$ cat config.mk
export PLATFORM = sky130hd
export DESIGN_NAME = lane_pause_update_ctrl
export DESIGN_NICKNAME = d
export VERILOG_FILES = /design/src/rtl/lane_pause_update_ctrl.sv
export SDC_FILE = /design/constraint.sdc
export NUM_CORES = 1
export LEC_CHECK = 0
export ABC_AREA = 1
export CAP_MARGIN = 40
export CORE_MARGIN = 5
export CORE_UTILIZATION = 35
export DETAILED_ROUTE_END_ITERATION = 8
export GPL_ROUTABILITY_DRIVEN = 0
export GPL_TIMING_DRIVEN = 0
export PLACE_DENSITY_LB_ADDON = 0.08
export SYNTH_ARGS = -nofsm -noshare
export SYNTH_HDL_FRONTEND = slang
export SYNTH_SLANG_ARGS = --single-unit
$ cat constraint.sdc
create_clock -name CLK -period 3.17 [get_ports CLK]
set_clock_uncertainty 0.15 [all_clocks]
set_input_delay 0.317 -clock CLK [delete_from_list [all_inputs] [get_ports CLK]]
set_output_delay 0.317 -clock CLK [all_outputs]
set_load 0.05 [all_outputs]
$ cat src/rtl/lane_pause_update_ctrl.sv
// Pauses the HS IO clock around each lane delay-code update (four-phase REQ/ACK).
// Define LANE_PAUSE_STATS_EN to add the saturating UPD_COUNT completed-update counter.
module lane_pause_update_ctrl #(
  parameter int unsigned        DELAY_W     = 8,
  parameter logic [DELAY_W-1:0] INIT_CODE   = '0,
  parameter int unsigned        PRE_CYCLES  = 2,
  parameter int unsigned        POST_CYCLES = 2,
  parameter int unsigned        GAP_CYCLES  = 1
) (
  input  logic               CLK,
  input  logic               RESET,
  input  logic               UPD_REQ,
  input  logic [DELAY_W-1:0] UPD_CODE,
  output logic               UPD_ACK,
  output logic               BUSY,
  output logic               HS_IO_CLK_PAUSE,
  output logic               DLY_LOAD,
  output logic [DELAY_W-1:0] DLY_CODE
`ifdef LANE_PAUSE_STATS_EN
  ,
  output logic [15:0]        UPD_COUNT
`endif
);

  generate
    if (DELAY_W < 1) begin : g_bad_width
      $error("DELAY_W must be at least 1");
    end
    if (PRE_CYCLES < 1 || PRE_CYCLES > 255) begin : g_bad_pre
      $error("PRE_CYCLES must be in 1..255");
    end
    if (POST_CYCLES > 255) begin : g_bad_post
      $error("POST_CYCLES must be in 0..255");
    end
    if (GAP_CYCLES > 255) begin : g_bad_gap
      $error("GAP_CYCLES must be in 0..255");
    end
  endgenerate

  // Counter reload values; unused ones wrap harmlessly when a window is zero-length.
  localparam logic [7:0] PRE_LOAD  = 8'(PRE_CYCLES - 1);
  localparam logic [7:0] POST_LOAD = 8'(POST_CYCLES - 1);
  localparam logic [7:0] GAP_LOAD  = 8'(GAP_CYCLES - 1);

  typedef enum logic [2:0] {
    S_IDLE,
    S_PRE,
    S_LOAD,
    S_POST,
    S_ACK,
    S_GAP
  } state_t;

  state_t             state;
  logic [7:0]         cnt;
  logic [DELAY_W-1:0] code_q;

  // Outputs are registered alongside the state so each one reflects the state being entered.
  always_ff @(posedge CLK or posedge RESET) begin
    if (RESET) begin
      state           <= S_IDLE;
      cnt             <= 8'd0;
      code_q          <= INIT_CODE;
      UPD_ACK         <= 1'b0;
      BUSY            <= 1'b0;
      HS_IO_CLK_PAUSE <= 1'b0;
      DLY_LOAD        <= 1'b0;
      DLY_CODE        <= INIT_CODE;
    end else begin
      DLY_LOAD <= 1'b0;
      case (state)
        S_IDLE: begin
          if (UPD_REQ) begin
            code_q          <= UPD_CODE;
            cnt             <= PRE_LOAD;
            state           <= S_PRE;
            HS_IO_CLK_PAUSE <= 1'b1;
            BUSY            <= 1'b1;
          end
        end
        S_PRE: begin
          if (cnt == 8'd0) begin
            state    <= S_LOAD;
            DLY_LOAD <= 1'b1;
            DLY_CODE <= code_q;
          end else begin
            cnt <= cnt - 8'd1;
          end
        end
        S_LOAD: begin
          if (POST_CYCLES > 0) begin
            state <= S_POST;
            cnt   <= POST_LOAD;
          end else begin
            state           <= S_ACK;
            HS_IO_CLK_PAUSE <= 1'b0;
            UPD_ACK         <= 1'b1;
          end
        end
        S_POST: begin
          if (cnt == 8'd0) begin
            state           <= S_ACK;
            HS_IO_CLK_PAUSE <= 1'b0;
            UPD_ACK         <= 1'b1;
          end else begin
            cnt <= cnt - 8'd1;
          end
        end
        S_ACK: begin
          // An early-dropped request still walks through one ACK cycle here.
          if (!UPD_REQ) begin
            UPD_ACK <= 1'b0;
            if (GAP_CYCLES > 0) begin
              state <= S_GAP;
              cnt   <= GAP_LOAD;
            end else begin
              state <= S_IDLE;
              BUSY  <= 1'b0;
            end
          end
        end
        S_GAP: begin
          if (cnt == 8'd0) begin
            state <= S_IDLE;
            BUSY  <= 1'b0;
          end else begin
            cnt <= cnt - 8'd1;
          end
        end
        default: begin
          state           <= S_IDLE;
          UPD_ACK         <= 1'b0;
          BUSY            <= 1'b0;
          HS_IO_CLK_PAUSE <= 1'b0;
        end
      endcase
    end
  end

`ifdef LANE_PAUSE_STATS_EN
  // Counts a load once its LOAD cycle completes, so a reset during LOAD is not counted.
  always_ff @(posedge CLK or posedge RESET) begin
    if (RESET) begin
      UPD_COUNT <= 16'd0;
    end else if (state == S_LOAD && UPD_COUNT != 16'hFFFF) begin
      UPD_COUNT <= UPD_COUNT + 16'd1;
    end
  end
`else
  // Statistics counter not built.
`endif

endmodule

==> impl_metrics.csv, run 1 <==
group,metric,value,unit
outcome,outcome,"complete, no violations",
yosys,synth.largest_area_cell,"dfrtp_1",
route,detail_route.vias_per_cell,4.770,
global_routing,number_of_global_route_vias_before_repair,1319,
yosys,area_share_of_the_leading_cell_type_in_the_synthesized_netlist,0.4722,
cells_and_area,area_delta_synth_final,24.14,%
yosys,netlist-cell-type-count,26,
floorplanning,placementRows,25,
yosys,ys_top_cells_by_area,"dfrtp_1 (47%), nand2_1 (10%), o21ai_2 (7.5%)",
pwr,ir_drop,0.4054,mV
sta,post-route-period-util,0.6165,
yosys,synth_warnings,0,
pwr,p_per_area,1090,nW/um^2
floorplanning,number_of_top_level_pins,23,
global_routing,globalRouteTotalUtil,0.1278,
placed_design,dp_slack,1.312,ns
yosys,seq_area_frac_synth,0.4722,
sta,slew_viol_final,0,
clocking,cts_resized,0,
yosys,synthesis.area,1643,um^2
floorplanning,initial_core_util,0.3549,
floorplanning,die_w,78.51,um
route,wire_length_per_cell,12.80,um
pwr,share_of_total_power_in_sequential_cells,0.318,
cells_and_area,sequential_cell_area,775.7,um^2
floorplanning,die_height,78.51,um
worst_setup_path,critical-path-top-delay-family,"buffers and inverters",
pwr,design_power_total,2.222,mW
hold_path,min_path_type,"input port to async pin",
worst_setup_path,critical_path_arrival,1.49,ns
global_routing,grt_antenna_before_repair,0,
global_routing,grt-ovfl-total,0,
clocking,tritoncts.num_buffers,5,
worst_setup_path,crit_path_max_fo,2,
cells_and_area,layout.nets,232,
route,detail_route.first_pass.iterations,4,
worst_setup_path,slowest_stage,"clkdlybuf4s50_1",
cells_and_area,stdcell_area,2039,um^2
placed_design,dp_hpwl,2650,um
yosys,yosysMostFrequentCell,"nand2_1",
clocking,numClockSinks,31,
sta,rsz_0062_raised_after_global_routing,"no",
placed_design,postPlaceCellArea,1958,um^2
yosys,postSynthCellCount,189,
route,postRouteWirelength,3507,um
yosys,synth-edff-count,0,
placed_design,io_buffer_count,22,
sta,worst_slew_pin_slew,0.5557,ns
yosys,synth_async_sr_flop_share,1.000,
clocking,clock-root-buffer,"clkbuf_8",
worst_setup_path,path_class,"flip-flop to primary output",
sta,final-hold-violation-count,0,
clocking,cts-root-to-sink-buffers,2,
clocking,worst_setup_hold_path_clk_slew,0.07,ns
cells_and_area,fillCellCount,477,
worst_setup_path,critical_path_buf_inv_count,1,
worst_setup_path,cells_along_the_critical_path,"clkdlybuf4s50_1",
worst_setup_path,critical_path_end_type,"primary output",
sta,slew-limit-headroom,0.6291,
sta,sum_of_negative_setup_slack,0,ns
global_routing,grt_max_degree,21,
pwr,netSwitchingFraction,0.4753,
pwr,p_comb_frac,0.551,
clocking,cts_hold_buf,0,
sta,setup_viol,0,
floorplanning,design.die.area,6164,um^2
route,routed-via-count,1307,
route,drcViolationCount,0,
sta,max_clock_freq,511.7,MHz
route,antenna_left,0,
cells_and_area,multiInputGateArea,729.5,um^2
sta,fin_hold_ws,0.2343,ns
worst_setup_path,worst_ep_required_time,2.70,ns
route,dr.first_iter.drc_count,66,
sta,min_period,1.954,ns
pwr,internal_power,1.166,mW
yosys,synth_fp_nets,202,
cells_and_area,layout-drive-gt1-share,0.2136,
clocking,worstSkewPairLatency,0.28,ns
flow_run,max-cap-violations,0,
yosys,synth_flop_cell,"dfrtp_1",
yosys,average_cell_area_after_synthesis,8.692,um^2
clocking,tritoncts,"done",
pwr,static-leakage-power,1.010,nW
floorplanning,coreArea,4629,um^2
pwr,total_switching_power,1.056,mW
yosys,synth-seq-cells,31,
worst_setup_path,cp_slowest_stage_delay,0.82,ns
cells_and_area,diodes,0,
clocking,post_cts_buffers,0,
yosys,synth_top_cells_by_count,"nand2_1 (44), dfrtp_1 (31), inv_1 (25)",
pwr,clockPowerShare,0.132,
clocking,ctsHtreeMaxLevel,2,
sta,setup_ws,1.216,ns
worst_setup_path,critical_path.startpoint_type,"flip-flop",
global_routing,first_pass_grt_wire_length,6141,um
==> sequential cells by signal, indices dropped and copies added (netlist names) <==
signal	count
DLY_CODE	8
cnt	8
code_q	8
state	3
BUSY	1
DLY_LOAD	1
HS_IO_CLK_PAUSE	1
UPD_ACK	1
==> cell families (layout without fill, tap and decap cells) <==
kind of cell,after synthesis,count (layout),synth area share
compound gates,26,26,0.1127
xor+xnor,2,2,0.01066
fa+ha+maj,2,2,0.01523
buf+inv,30,61,0.08378
flops,31,31,0.4722
simple gates,98,98,0.3054
==> power by group through the flow <==
stage	clock network (mW)	registers, mW	logic [mW]
6_report	0.293	0.706	1.22
3_3_place_gp	0	0.707	1.20
5_1_grt	0.318	0.733	1.36
2_1_floorplan	0	0.919	0.712
3_5_place_dp	0	0.712	1.24
4_1_cts	0.305	0.707	1.25
==> layer usage <==
layer / GRT usage / wire, um / up-vias
met5: 0 / 0 / -
met4: 0.04720 / 59 / 0
met3: 0.03211 / 127 / 5
met2: 0.2173 / 1755 / 24
met1: 0.1552 / 1564 / 622
li1: - / - / 656
==> layout by cell type, fill, tap and decap left out, types with 2 or more instances in the layout <==
cell type,n
nand2_1,44
dfrtp_1,31
inv_1,25
clkdlybuf4s50_1,22
nor2_1,17
o21ai_2,14
nand3_1,11
a21oi_1,9
nand2_2,7
clkbuf_8,5
nor2_2,4
nand4_1,4
nand3_2,3
nor2_4,2
nand2_4,2
inv_2,2
xor2_1,2
ha_1,2
clkbuf_1,2
==> worst paths after layout <==
kind / slack [ns] / end / from / depth (start not counted)
min reg2reg: 0.32 / HS_IO_CLK_PAUSE / HS_IO_CLK_PAUSE / 2
min: 0.23 / cnt[7] / RESET / 2
max: 1.22 / DLY_CODE[7] / DLY_CODE[7] / 1
max in group asynchronous: 2.14 / DLY_CODE[4] / RESET / 3
min in group CLK: 0.32 / HS_IO_CLK_PAUSE / HS_IO_CLK_PAUSE / 2
max reg2reg: 1.42 / DLY_CODE[7] / cnt[0] / 8
==> cell type report <==
class | count | share of cell area
clock buffers | 7 | 0.03742
flip-flops and latches | 31 | 0.3804
inverters | 27 | 0.04969
multi-input cells | 128 | 0.3577
plain buffers | 3 | 0.01779
repair buffers | 23 | 0.1215
clock inverters | 1 | 0.002454
well taps | 54 | 0.03313
==> through the flow <==
stage,util,cells
after CTS,0.4405,274
after detailed placement,0.4230,266
final,0.4405,274
after floorplan,-,189
after global routing,0.4405,274
after global placement,0.4170,265
Power figures use the tool's default switching activity.
==> run 2, diff against run 1 <==
Clock period 3.17 ns to 1.7 ns, I/O delays scaled along.
==> impl_metrics.csv, run 2 (synthesis results as in run 1) <==
group,metric,value,unit
global_routing,grt_antenna_before_repair,0,
worst_setup_path,crit_path_max_fo,10,
flow_run,max-cap-violations,0,
cells_and_area,layout-drive-gt1-share,0.2444,
clocking,worstSkewPairLatency,0.28,ns
global_routing,number_of_global_route_vias_before_repair,1319,
sta,post-route-period-util,0.9326,
global_routing,globalRouteTotalUtil,0.1278,
worst_setup_path,slowest_stage,"dfrtp_1",
pwr,static-leakage-power,1.076,nW
clocking,clock-root-buffer,"clkbuf_8",
worst_setup_path,cells_along_the_critical_path,"inv_2 -> ha_1 -> nand2_2 -> nor2_8 -> nand2_2 -> nand2_4 -> buf_12 -> nand2_1 -> nand2_1",
worst_setup_path,critical_path_arrival,1.65,ns
global_routing,first_pass_grt_wire_length,6141,um
route,wire_length_per_cell,12.69,um
cells_and_area,commonest_cells_after_routing_fill_and_taps_aside,"nand2_1 (43), dfrtp_1 (31), inv_1 (23), nor2_1 (17), o21ai_2 (14)",
sta,max_clock_freq,630.7,MHz
floorplanning,initial_core_util,0.3549,
sta,min_period,1.585,ns
cells_and_area,fillCellCount,478,
clocking,cts-root-to-sink-buffers,2,
worst_setup_path,critical-path-top-delay-family,"simple AND/OR/NAND/NOR gates",
route,detail_route.vias_per_cell,4.703,
worst_setup_path,cp_slowest_stage_delay,0.40,ns
cells_and_area,stdcell_area,2082,um^2
cells_and_area,final_cell_count_no_fill,279,
clocking,numClockSinks,31,
sta,final-hold-violation-count,0,
global_routing,grt-ovfl-total,0,
floorplanning,coreArea,4629,um^2
floorplanning,die_height,78.51,um
route,routed-via-count,1312,
cells_and_area,diodes,0,
global_routing,grt_max_degree,21,
clocking,tritoncts.num_buffers,5,
route,postRouteWirelength,3541,um
cells_and_area,top_regs,"DLY_CODE: 8 flops, cnt: 8 flops, code_q: 8 flops",
floorplanning,die_w,78.51,um
placed_design,io_buffer_count,22,
route,drcViolationCount,0,
pwr,p_per_area,1991,nW/um^2
cells_and_area,mostFrequentLayoutCell,"nand2_1",
pwr,ir_drop,0.7315,mV
placed_design,dp_hpwl,2650,um
sta,slew-limit-headroom,0.6303,
sta,slew_viol_final,0,
sta,worst_slew_pin_slew,0.5539,ns
cells_and_area,layout.nets,237,
worst_setup_path,cp.depth,9,
worst_setup_path,critical_path_end_type,"flip-flop",
placed_design,postPlaceCellArea,1958,um^2
floorplanning,placementRows,25,
placed_design,placed_cells,266,
pwr,design_power_total,4.144,mW
hold_path,min_path_type,"input port to async pin",
worst_setup_path,critical_path.startpoint_type,"flip-flop",
cells_and_area,area_delta_synth_final,26.73,%
worst_setup_path,critical_path_buf_inv_count,2,
clocking,tritoncts,"done",
floorplanning,design.die.area,6164,um^2
worst_setup_path,worst_ep_required_time,1.76,ns
route,detail_route.first_pass.iterations,4,
clocking,ctsHtreeMaxLevel,2,
worst_setup_path,path_class,"flip-flop to flip-flop",
floorplanning,number_of_top_level_pins,23,
worst_setup_path,r2r.worst_path.cells,9,
clocking,cts_hold_buf,0,
route,dr.first_iter.drc_count,73,
sta,setup_viol,0,
outcome,outcome,"complete, no violations",
clocking,worst_setup_hold_path_clk_slew,0.06,ns
route,antenna_left,0,
==> run 2: final timing paths <==
kind | slack (ns) | to | from
worst max-delay path | 0.11 | cnt[4] | cnt[0]
worst min-delay path | 0.09 | cnt[7] | RESET
worst max register to register | 0.11 | cnt[4] | cnt[0]
worst min register to register | 0.32 | HS_IO_CLK_PAUSE | HS_IO_CLK_PAUSE
max in group asynchronous | 0.82 | DLY_CODE[4] | RESET
min in group CLK | 0.32 | HS_IO_CLK_PAUSE | HS_IO_CLK_PAUSE
==> run 2: metrics by stage <==
stage / setup slack, ns / setup TNS, ns / hold WS [ns] / utilization
2_1_floorplan: 0.1371 / 0 / 0.1235 / -
3_3_place_gp: -0.07059 / -2.168 / 0.3056 / 0.4170
3_5_place_dp: -0.06135 / -0.4977 / 0.3120 / 0.4230
4_1_cts: 0.003308 / 0 / 0.1069 / 0.4373
5_1_grt: -0.0006485 / -0.0006485 / 0.1436 / 0.4497
6_report: 0.1145 / 0 / 0.08852 / 0.4497
==> run 2: repair_timing <==
| item | 4_1_cts | 5_1_grt |
|---|---|---|
| resized for setup | 13 | 3 |
| setup buffers | 0 | 5 |
| endpoints found under the setup margin | 31 | 20 |
| pin swaps | 0 | 0 |
==> run 2: layer usage <==
layer / up-vias / track usage / routed length, um
met3: 5 / 0.03211 / 117
met1: 623 / 0.1552 / 1568
met4: 0 / 0.04720 / 58
met2: 20 / 0.2173 / 1796
li1: 664 / - / -
met5: - / 0 / 0
==> run 2: area by class of cell <==
type,instances,area (um^2),share of cell area
well taps,54,67.56,0.03245
clock inverters,1,5.005,0.002404
plain buffers,3,36.28,0.01743
repair buffers,28,282.8,0.1358
multi-input cells,128,737.0,0.3540
clock buffers,7,76.32,0.03666
inverters,27,101.3,0.04868
flip-flops and latches,31,775.7,0.3726
==> run 2: power breakdown <==
group | switching (mW) | total, mW | internal, mW
registers | 0.251 | 1.31 | 1.06
clock network | 0.255 | 0.542 | 0.287
logic | 1.48 | 2.29 | 0.806
total | 1.99 | 4.14 | 2.16
==> run 3, diff against run 2 <==
Settings changed: DONT_BUFFER_PORTS set to 1.
==> impl_metrics.csv, run 3 (synthesis results as in run 1) <==
group,metric,value,unit
route,wire_length_per_cell,12.43,um
global_routing,grt-ovfl-total,0,
flow_run,max-cap-violations,0,
global_routing,first_pass_grt_wire_length,5844,um
placed_design,dp_hpwl,2463,um
worst_setup_path,worst_ep_required_time,1.71,ns
floorplanning,design.die.area,6164,um^2
worst_setup_path,critical_path.startpoint_type,"flip-flop",
route,drcViolationCount,0,
route,detail_route.vias_per_cell,4.734,
floorplanning,placementRows,25,
placed_design,io_buffer_count,0,
sta,fin_hold_ws,0.01693,ns
clocking,numClockSinks,31,
cells_and_area,mostFrequentLayoutCell,"nand2_1",
cells_and_area,commonest_cells_after_routing_fill_and_taps_aside,"nand2_1 (43), dfrtp_1 (31), inv_1 (24), nor2_1 (17), o21ai_2 (14)",
floorplanning,coreArea,4629,um^2
clocking,clock-root-buffer,"clkbuf_8",
sta,slew_viol_final,0,
cells_and_area,stdcell_area,2018,um^2
pwr,netSwitchingFraction,0.4761,
clocking,worst_setup_hold_path_clk_slew,0.06,ns
pwr,total_switching_power,1.966,mW
pwr,share_of_total_power_in_sequential_cells,0.430,
pwr,p_comb_frac,0.418,
sta,min_period,1.604,ns
pwr,clockPowerShare,0.151,
cells_and_area,top_regs,"DLY_CODE: 8 flops, cnt: 8 flops, code_q: 8 flops",
sta,slew-limit-headroom,0.6291,
worst_setup_path,crit_path_max_fo,10,
sta,post-route-period-util,0.9437,
pwr,ir_drop,0.7824,mV
cells_and_area,layout.nets,225,
cells_and_area,final_cell_count_no_fill,267,
global_routing,grt_max_degree,21,
cells_and_area,area_delta_synth_final,22.85,%
placed_design,placed_cells,244,
cells_and_area,layout-drive-gt1-share,0.2629,
sta,final-hold-violation-count,0,
sta,rsz_0062_raised_after_global_routing,"no",
global_routing,globalRouteTotalUtil,0.1219,
worst_setup_path,path_class,"flip-flop to flip-flop",
clocking,worstSkewPairLatency,0.28,ns
cells_and_area,diodes,0,
route,antenna_left,0,
clocking,tritoncts,"done",
sta,setup_viol,0,
pwr,static-leakage-power,1.013,nW
pwr,internal_power,2.163,mW
sta,worst_slew_pin_slew,0.5557,ns
route,detail_route.first_pass.iterations,4,
worst_setup_path,critical_path_arrival,1.62,ns
sta,max_clock_freq,623.3,MHz
floorplanning,number_of_top_level_pins,23,
outcome,outcome,"complete, no violations",
clocking,cts-root-to-sink-buffers,2,
sta,sum_of_negative_setup_slack,0,ns
global_routing,grt_antenna_before_repair,0,
floorplanning,die_w,78.51,um
route,routed-via-count,1264,
placed_design,postPlaceCellArea,1738,um^2
floorplanning,initial_core_util,0.3549,
global_routing,number_of_global_route_vias_before_repair,1262,
pwr,p_per_area,2046,nW/um^2
hold_path,min_path_type,"input port to flip-flop",
floorplanning,die_height,78.51,um
clocking,tritoncts.num_buffers,5,
route,dr.first_iter.drc_count,20,
worst_setup_path,critical_path_end_type,"flip-flop",
route,postRouteWirelength,3320,um
clocking,ctsHtreeMaxLevel,2,
run 3: changes by cell type in the layout (fill, tap and decap cells not counted), moves of 2 or more:
cell             previous run  this run
dlygate4sd2_1              12         0
clkdlybuf4s50_1            10         0
clkbuf_8                    5         7
dlygate4sd3_1               0         9
run 3: cell type report:
| cell class | instances | area, um^2 |
|---|---|---|
| Timing Repair Buffer | 16 | 187.7 |
| Fill cell | 461 | 2611 |
| Sequential cell | 31 | 775.7 |
| Tap cell | 54 | 67.56 |
| Inverter | 27 | 101.3 |
| Buffer | 3 | 36.28 |
| Clock buffer | 8 | 100.1 |
| Multi-Input combinational cell | 128 | 749.5 |
run 3: stage by stage:
step,power [mW],util,worst slack [ns]
detailed placement,3.362,0.3754,-0.05852
finish,4.129,0.4359,0.09564
global placement,3.315,0.3695,-0.06424
floorplan,3.042,-,0.1371
CTS,4.024,0.4165,0.006220
global route,4.477,0.4359,0.006456
run 3: metal layers:
metal / up-vias / GRT usage / wire [um]
li1: 649 / - / -
met1: 598 / 0.1455 / 1502
met2: 15 / 0.2063 / 1674
met3: 2 / 0.03784 / 117
met4: 0 / 0.04196 / 26
met5: - / 0 / 0
run 3: repair_timing:
item / CTS / global route
hold buffers: 9 / 0
endpoints found under the setup margin: 19 / 21
buffers inserted: 0 / 6
pin swaps: 0 / 1
endpoints found under the hold margin: 19 / 0
gates resized for setup: 1 / 4
run 3: critical path: stages (launching register included):
cell and delay, ns:
dfrtp_1 0.40, inv_1 0.11, ha_1 0.16, nand2_2 0.10
nor2_8 0.16, nand3_4 0.11, buf_6 0.18, nand2_2 0.06
o21ai_2 0.05
run 3: worst paths after layout:
path	slack (ns)	depth (start not counted)	to	start
worst max-delay path	0.1	8	DLY_CODE[7]	cnt[1]
worst min-delay path	0.02	3	UPD_ACK	UPD_REQ
worst max register to register	0.1	8	DLY_CODE[7]	cnt[1]
worst min register to register	0.36	2	cnt[0]	cnt[0]
max in group asynchronous	0.67	3	UPD_ACK	RESET
min in group asynchronous	0.24	2	cnt[3]	RESET
run 3: power groups by stage:
stage	Combinational, mW	Sequential (mW)	Clock [mW]
3_5_place_dp	1.58	1.78	0
2_1_floorplan	1.33	1.71	0
4_1_cts	1.60	1.77	0.651
3_3_place_gp	1.54	1.78	0
6_report	1.73	1.78	0.625
5_1_grt	1.97	1.82	0.687
